**config.mk**
```make
export PLATFORM = sky130hd
export DESIGN_NAME = custom_ip_frame_sequencer
export DESIGN_NICKNAME = d
export VERILOG_FILES = /design/src/rtl/custom_ip_pkg.sv /design/src/rtl/custom_ip_frame_sequencer.sv
export SDC_FILE = /design/constraint.sdc
export NUM_CORES = 1
export LEC_CHECK = 0
export ABC_AREA = 1
export CORE_AREA = 4 4 77 114
export DETAILED_ROUTE_END_ITERATION = 16
export DIE_AREA = 0 0 81 118
export PLACE_DENSITY = 0.53
export SYNTH_ARGS = -nofsm -noshare
export SYNTH_HDL_FRONTEND = slang
export SYNTH_SLANG_ARGS = --single-unit
```
**constraint.sdc**
```tcl
create_clock -name clk_75mhz -period 2.25 [get_ports clk_75mhz]
set_input_delay 0.3375 -clock clk_75mhz [delete_from_list [all_inputs] [get_ports clk_75mhz]]
set_output_delay 0.3375 -clock clk_75mhz [all_outputs]
set_load 0.1 [all_outputs]
```
**src/rtl/custom_ip_pkg.sv**
```systemverilog
// Shared types and constants for the custom_ip frame sequencer.
package custom_ip_pkg;

    typedef enum logic [4:0] {
        IDLE   = 5'b00001,
        ARM    = 5'b00010,
        ACTIVE = 5'b00100,
        DRAIN  = 5'b01000,
        GAP    = 5'b10000
    } seq_state_e;

    localparam int NIBBLES_PER_GROUP = 4;
    localparam int SEQ_FRAME_GROUPS  = 324;

    function automatic logic [15:0] sat_inc16(input logic [15:0] v, input logic en);
        return (en && v != 16'hFFFF) ? v + 16'd1 : v;
    endfunction

endpackage

```
**src/rtl/custom_ip_frame_sequencer.sv**
```systemverilog
// Sequences custom_ip_deserializer: request -> sync align -> one enabled frame -> length check -> gap.
// All outputs registered. Optional CUSTOM_IP_SEQ_STATS_EN adds saturating frame_cnt/err_cnt outputs.
module custom_ip_frame_sequencer
    import custom_ip_pkg::*;
#(
    parameter int FRAME_GROUPS = SEQ_FRAME_GROUPS,
    parameter int MIN_GAP      = 8,
    parameter int SYNC_TIMEOUT = 1024
) (
    input  logic                              clk_75mhz,
    input  logic                              rst,
    input  logic                              start_req,
    input  logic                              continuous,
    input  logic                              abort,
    input  logic                              sync_in,
    input  logic                              pair_valid,
    output logic                              start_ack,
    output logic                              deser_enable,
    output logic                              busy,
    output logic                              frame_done,
    output logic                              frame_ok,
    output logic                              err_timeout,
    output logic [$clog2(FRAME_GROUPS+1)-1:0] group_count
`ifdef CUSTOM_IP_SEQ_STATS_EN
    ,
    output logic [15:0]                       frame_cnt,
    output logic [15:0]                       err_cnt
`endif
);

    localparam int GC_W  = $clog2(FRAME_GROUPS + 1);
    localparam int CYC_W = $clog2(FRAME_GROUPS * NIBBLES_PER_GROUP);
    localparam int TMR_W = $clog2(SYNC_TIMEOUT + 1);
    localparam int GAP_W = $clog2(MIN_GAP + 1);

    localparam logic [CYC_W-1:0] CYC_LAST = CYC_W'(FRAME_GROUPS * NIBBLES_PER_GROUP - 1);
    localparam logic [TMR_W-1:0] TMR_LAST = TMR_W'(SYNC_TIMEOUT - 1);
    localparam logic [GAP_W-1:0] GAP_LAST = GAP_W'(MIN_GAP - 1);
    localparam logic [GC_W-1:0]  GC_FULL  = GC_W'(FRAME_GROUPS);

    seq_state_e       state_q, state_d;
    logic [TMR_W-1:0] sync_tmr_q, sync_tmr_d;
    logic [CYC_W-1:0] cyc_cnt_q, cyc_cnt_d;
    logic [GAP_W-1:0] gap_tmr_q, gap_tmr_d;
    logic [GC_W-1:0]  gc_q, gc_d;
    logic             start_ack_q, start_ack_d;
    logic             deser_en_q, deser_en_d;
    logic             busy_q, busy_d;
    logic             frame_done_q, frame_done_d;
    logic             frame_ok_q, frame_ok_d;
    logic             err_to_q, err_to_d;
    logic             pair_inc;

    assign pair_inc = pair_valid && (gc_q != GC_FULL);

    always_comb begin
        state_d      = state_q;
        sync_tmr_d   = sync_tmr_q;
        cyc_cnt_d    = cyc_cnt_q;
        gap_tmr_d    = gap_tmr_q;
        gc_d         = gc_q;
        start_ack_d  = 1'b0;
        frame_done_d = 1'b0;
        frame_ok_d   = 1'b0;
        err_to_d     = 1'b0;

        case (state_q)
            IDLE: begin
                if (start_req) begin
                    state_d     = ARM;
                    start_ack_d = 1'b1;
                    gc_d        = '0;
                    sync_tmr_d  = '0;
                end
            end
            // abort beats sync, sync beats timeout
            ARM: begin
                if (abort) begin
                    state_d = IDLE;
                end else if (sync_in) begin
                    state_d   = ACTIVE;
                    cyc_cnt_d = '0;
                end else if (sync_tmr_q == TMR_LAST) begin
                    state_d  = IDLE;
                    err_to_d = 1'b1;
                end else begin
                    sync_tmr_d = sync_tmr_q + TMR_W'(1);
                end
            end
            ACTIVE: begin
                gc_d = gc_q + GC_W'(pair_inc);
                if (abort) begin
                    state_d      = GAP;
                    gap_tmr_d    = '0;
                    frame_done_d = 1'b1;
                end else if (cyc_cnt_q == CYC_LAST) begin
                    state_d = DRAIN;
                end else begin
                    cyc_cnt_d = cyc_cnt_q + CYC_W'(1);
                end
            end
            // the deserializer's last pair strobe lands here, one cycle after enable drops
            DRAIN: begin
                gc_d         = gc_q + GC_W'(pair_inc);
                state_d      = GAP;
                gap_tmr_d    = '0;
                frame_done_d = 1'b1;
                frame_ok_d   = !abort && (gc_d == GC_FULL);
            end
            GAP: begin
                if (gap_tmr_q == GAP_LAST) begin
                    if (continuous) begin
                        state_d    = ARM;
                        sync_tmr_d = '0;
                        gc_d       = '0;
                    end else begin
                        state_d = IDLE;
                    end
                end else begin
                    gap_tmr_d = gap_tmr_q + GAP_W'(1);
                end
            end
            default: state_d = IDLE;
        endcase

        deser_en_d = (state_d == ACTIVE);
        busy_d     = (state_d != IDLE);
    end

    always_ff @(posedge clk_75mhz) begin
        if (rst) begin
            state_q      <= IDLE;
            sync_tmr_q   <= '0;
            cyc_cnt_q    <= '0;
            gap_tmr_q    <= '0;
            gc_q         <= '0;
            start_ack_q  <= 1'b0;
            deser_en_q   <= 1'b0;
            busy_q       <= 1'b0;
            frame_done_q <= 1'b0;
            frame_ok_q   <= 1'b0;
            err_to_q     <= 1'b0;
        end else begin
            state_q      <= state_d;
            sync_tmr_q   <= sync_tmr_d;
            cyc_cnt_q    <= cyc_cnt_d;
            gap_tmr_q    <= gap_tmr_d;
            gc_q         <= gc_d;
            start_ack_q  <= start_ack_d;
            deser_en_q   <= deser_en_d;
            busy_q       <= busy_d;
            frame_done_q <= frame_done_d;
            frame_ok_q   <= frame_ok_d;
            err_to_q     <= err_to_d;
        end
    end

    assign start_ack    = start_ack_q;
    assign deser_enable = deser_en_q;
    assign busy         = busy_q;
    assign frame_done   = frame_done_q;
    assign frame_ok     = frame_ok_q;
    assign err_timeout  = err_to_q;
    assign group_count  = gc_q;

`ifdef CUSTOM_IP_SEQ_STATS_EN
    logic [15:0] frame_cnt_q, frame_cnt_d;
    logic [15:0] err_cnt_q, err_cnt_d;

    always_comb begin
        frame_cnt_d = sat_inc16(frame_cnt_q, frame_done_d);
        err_cnt_d   = sat_inc16(err_cnt_q, err_to_d || (frame_done_d && !frame_ok_d));
    end

    always_ff @(posedge clk_75mhz) begin
        if (rst) begin
            frame_cnt_q <= '0;
            err_cnt_q   <= '0;
        end else begin
            frame_cnt_q <= frame_cnt_d;
            err_cnt_q   <= err_cnt_d;
        end
    end

    assign frame_cnt = frame_cnt_q;
    assign err_cnt   = err_cnt_q;
`endif

endmodule

```
==> impl_metrics.ini <==
[floorplan]
die_x_um = 81
coreArea_um2 = 7710
ioPinCount = 22
die_area_um2 = 9560
rows = 39
die_h_um = 118
start_util_pct = 34.5

[layout]
drive_gt1_share_pct = 16.3
mostFrequentLayoutCell = nand2_1
nets = 422
areaGrowthSynthToFinish_pct = 19.3
layout_common_cells = nand2_1, nor2_1, dfxtp_1, a21oi_1, inv_1
diodes = 0
design_area_um2 = 3170

[clock_tree]
numClockSinks = 46
cts_root_buf = clkbuf_16
clock_latency_ps = 290
cts_tree = yes
cts_buffers = 5
cts_max_level = 2
holdBufCountCts = 0
clockBufferDepth = 2
postCtsSetupRepairBufs = 0
clkTransAtPathRegs_ps = 60

[synthesis]
synth_seq_cells = 46
synth_cell_types = 30
syn_nets = 397
ys_seq_area_share_pct = 34.6
synth.area.top_cells = dfxtp_1, nand2_1, nor2_1, a21oi_1, xor2_1
synth_top_area_share_pct = 34.6
synth_top_area_cell = dfxtp_1
postSynthAreaPerCell_um2 = 6.91
syn-cell-area_um2 = 2660
synthCells = 385
yosys_warnings = 0

[global_routing]
grtUsageMet2_pct = 26.2
grt_pass1_vias = 2482
overflow = 0
top_usage_layer = met2
track_usage_pct = 14.5
met3_usage_pct = 3.37
grt_pass1_wl_um = 11100
antenna_found_initial = 0
grt_max_degree = 36
met1_usage_pct = 15.8

[timing]
min_period_ps = 2030
final-hold-violation-count = 0
tightest_slew_ps = 423
timing.final.crit_share_pct = 90.2
maxSlewHeadroom_pct = 71.7
layout_setup_ws_ps = 220
skew_ps = 3.37
drv_slew = 0
tns_ps = 0
rsz0062_at_grt = false
max_freq_mhz = 493
finalSetupViolCount = 0

[setup_path]
reg2reg_depth = 11
r2r_slack_ps = 220
crit_type = flop to flop
path_max_fanout = 4
path_cells = inv_1 > nand4_1 > nor3_1 > a21boi_0 > ha_1 > ha_1 > nor2_1 > nand3_1 > nor3_2 > nand4_1 > nor3b_2
reg2reg_from = group_count[3]
slowest_stage = dfxtp_4
crit_path_end = frame_ok
cp.arrival_ps = 2250
cp.required_ps = 2470
reg2reg_to = frame_ok
crit_path_max_incr_delay_ps = 360
cp-start-kind = flop
cp-startpoint = group_count[3]
cp-end-kind = flop

[power_and_ir_drop]
netSwitchingPower_mw = 0.447
p_total_mw = 1.98
power_density_nw_per_um2 = 624
seq_power_share_pct = 41.8
combPwrFrac_pct = 8.5
p_clk_share_pct = 49.7
max-vdd-ir-drop_v = 0.000416
leakage_nw = 1.13
p_int_mw = 1.53
switching_share_pct = 22.6

[flow_run]
max_cap_viol_count = 0

[placement]
hpwl_um = 4700
portBuffers = 21
dp_slack_ps = -10.3
dpl-instance-area_um2 = 2960
place.gp.congestion = 0.852

[status]
status = finished, final reports clean

[worst_hold_path]
hold_class = flop to flop
holdPathStages = 1
hp-start = gap_tmr_q[0]

[route]
dr.pass1.iters = 6
wl_um = 6410
vias_per_cell = 4.82
ant_nets = 0
avgRoutedWirePerCell_um = 12.5
vias = 2474
drt_iter0_drc = 116
drc = 0
## worst min path at each step
stage / end
2_1_floorplan: err_timeout
3_3_place_gp: gap_tmr_q[0]
3_5_place_dp: gap_tmr_q[0]
4_1_cts: gap_tmr_q[0]
5_1_grt: group_count[8]
6_report: gap_tmr_q[0]
## logic make-up (layout without fill, tap and decap cells)
logic type                 Yosys count  after routing  share of synthesized area [%]
buffers and inverters               47             73                           7.76
adders and majority gates            5              5                           2.35
xor gates and xnor gates            19             19                           6.26
and+or+nand+nor                    226            226                           40.7
AOI/OAI and AO/OA                   42             42                           8.28
DFF                                 46             46                           34.6
## power groups by stage
stage,Combinational [mW],Clock [mW],Sequential [mW]
3_5_place_dp,0.172,0,0.847
4_1_cts,0.173,1.02,0.828
6_report,0.169,0.984,0.829
2_1_floorplan,0.0971,0,0.875
3_3_place_gp,0.173,0,0.847
5_1_grt,0.185,1.04,0.830
## worst max-delay path, delay by kind of cell, from the launching register on
family          cells  cell delay [ps]
buf+inv             1              100
flops               1              360
compound gates      1              110
simple gates        7              910
fa+ha+maj           2              500
## registers in the layout (all words and copies together) (netlist names)
signal        flops
frame_ok          1
err_timeout       1
sync_tmr_q       11
cyc_cnt_q        11
gap_tmr_q         4
start_ack         1
frame_done        1
state_q           5
busy              1
deser_enable      1
group_count       9
## synthesized netlist by cell type (all sizes together)
library cell    n
a211oi          1
a21boi          2
a21oi          35
buf             5
clkbuf          4
dfxtp          46
ha              5
inv            38
nand2         115
nand2b          1
nand3          25
nand4          10
nor2           57
nor3           13
nor3b           5
o21ai           3
o21bai          1
xnor2           4
xor2           15
## layout make-up
type                       count  area, µm²
fill                         865       4540
multi-input combinational    292       1550
sequential                    46        940
timing repair buffer          27        218
inverter                      38        143
clock buffer                   6        139
tap                          102        128
clock inverter                 2       60.1
## routing by layer
metal | share of wire (%) | vias to the layer above
met3 | 3.9 | 15
met2 | 52 | 46
li1 | - | 1277
met1 | 42 | 1136
met4 | 2.2 | 0
met5 | 0 | -
## repair_timing
action                                  4_1_cts  5_1_grt
resized for setup                             0        3
hold endpoints to repair                      0        0
endpoints found under the setup margin        0        2
## metrics by stage
stage / utilization [%] / hold slack, ps / std cells
after floorplan: - / 415 / 385
after global placement: 38.4 / 458 / 505
after detailed placement: 38.4 / 471 / 505
after CTS: 41.0 / 481 / 513
after global routing: 41.2 / 499 / 513
final: 41.2 / 478 / 513
(Power assumes the default switching activity.)
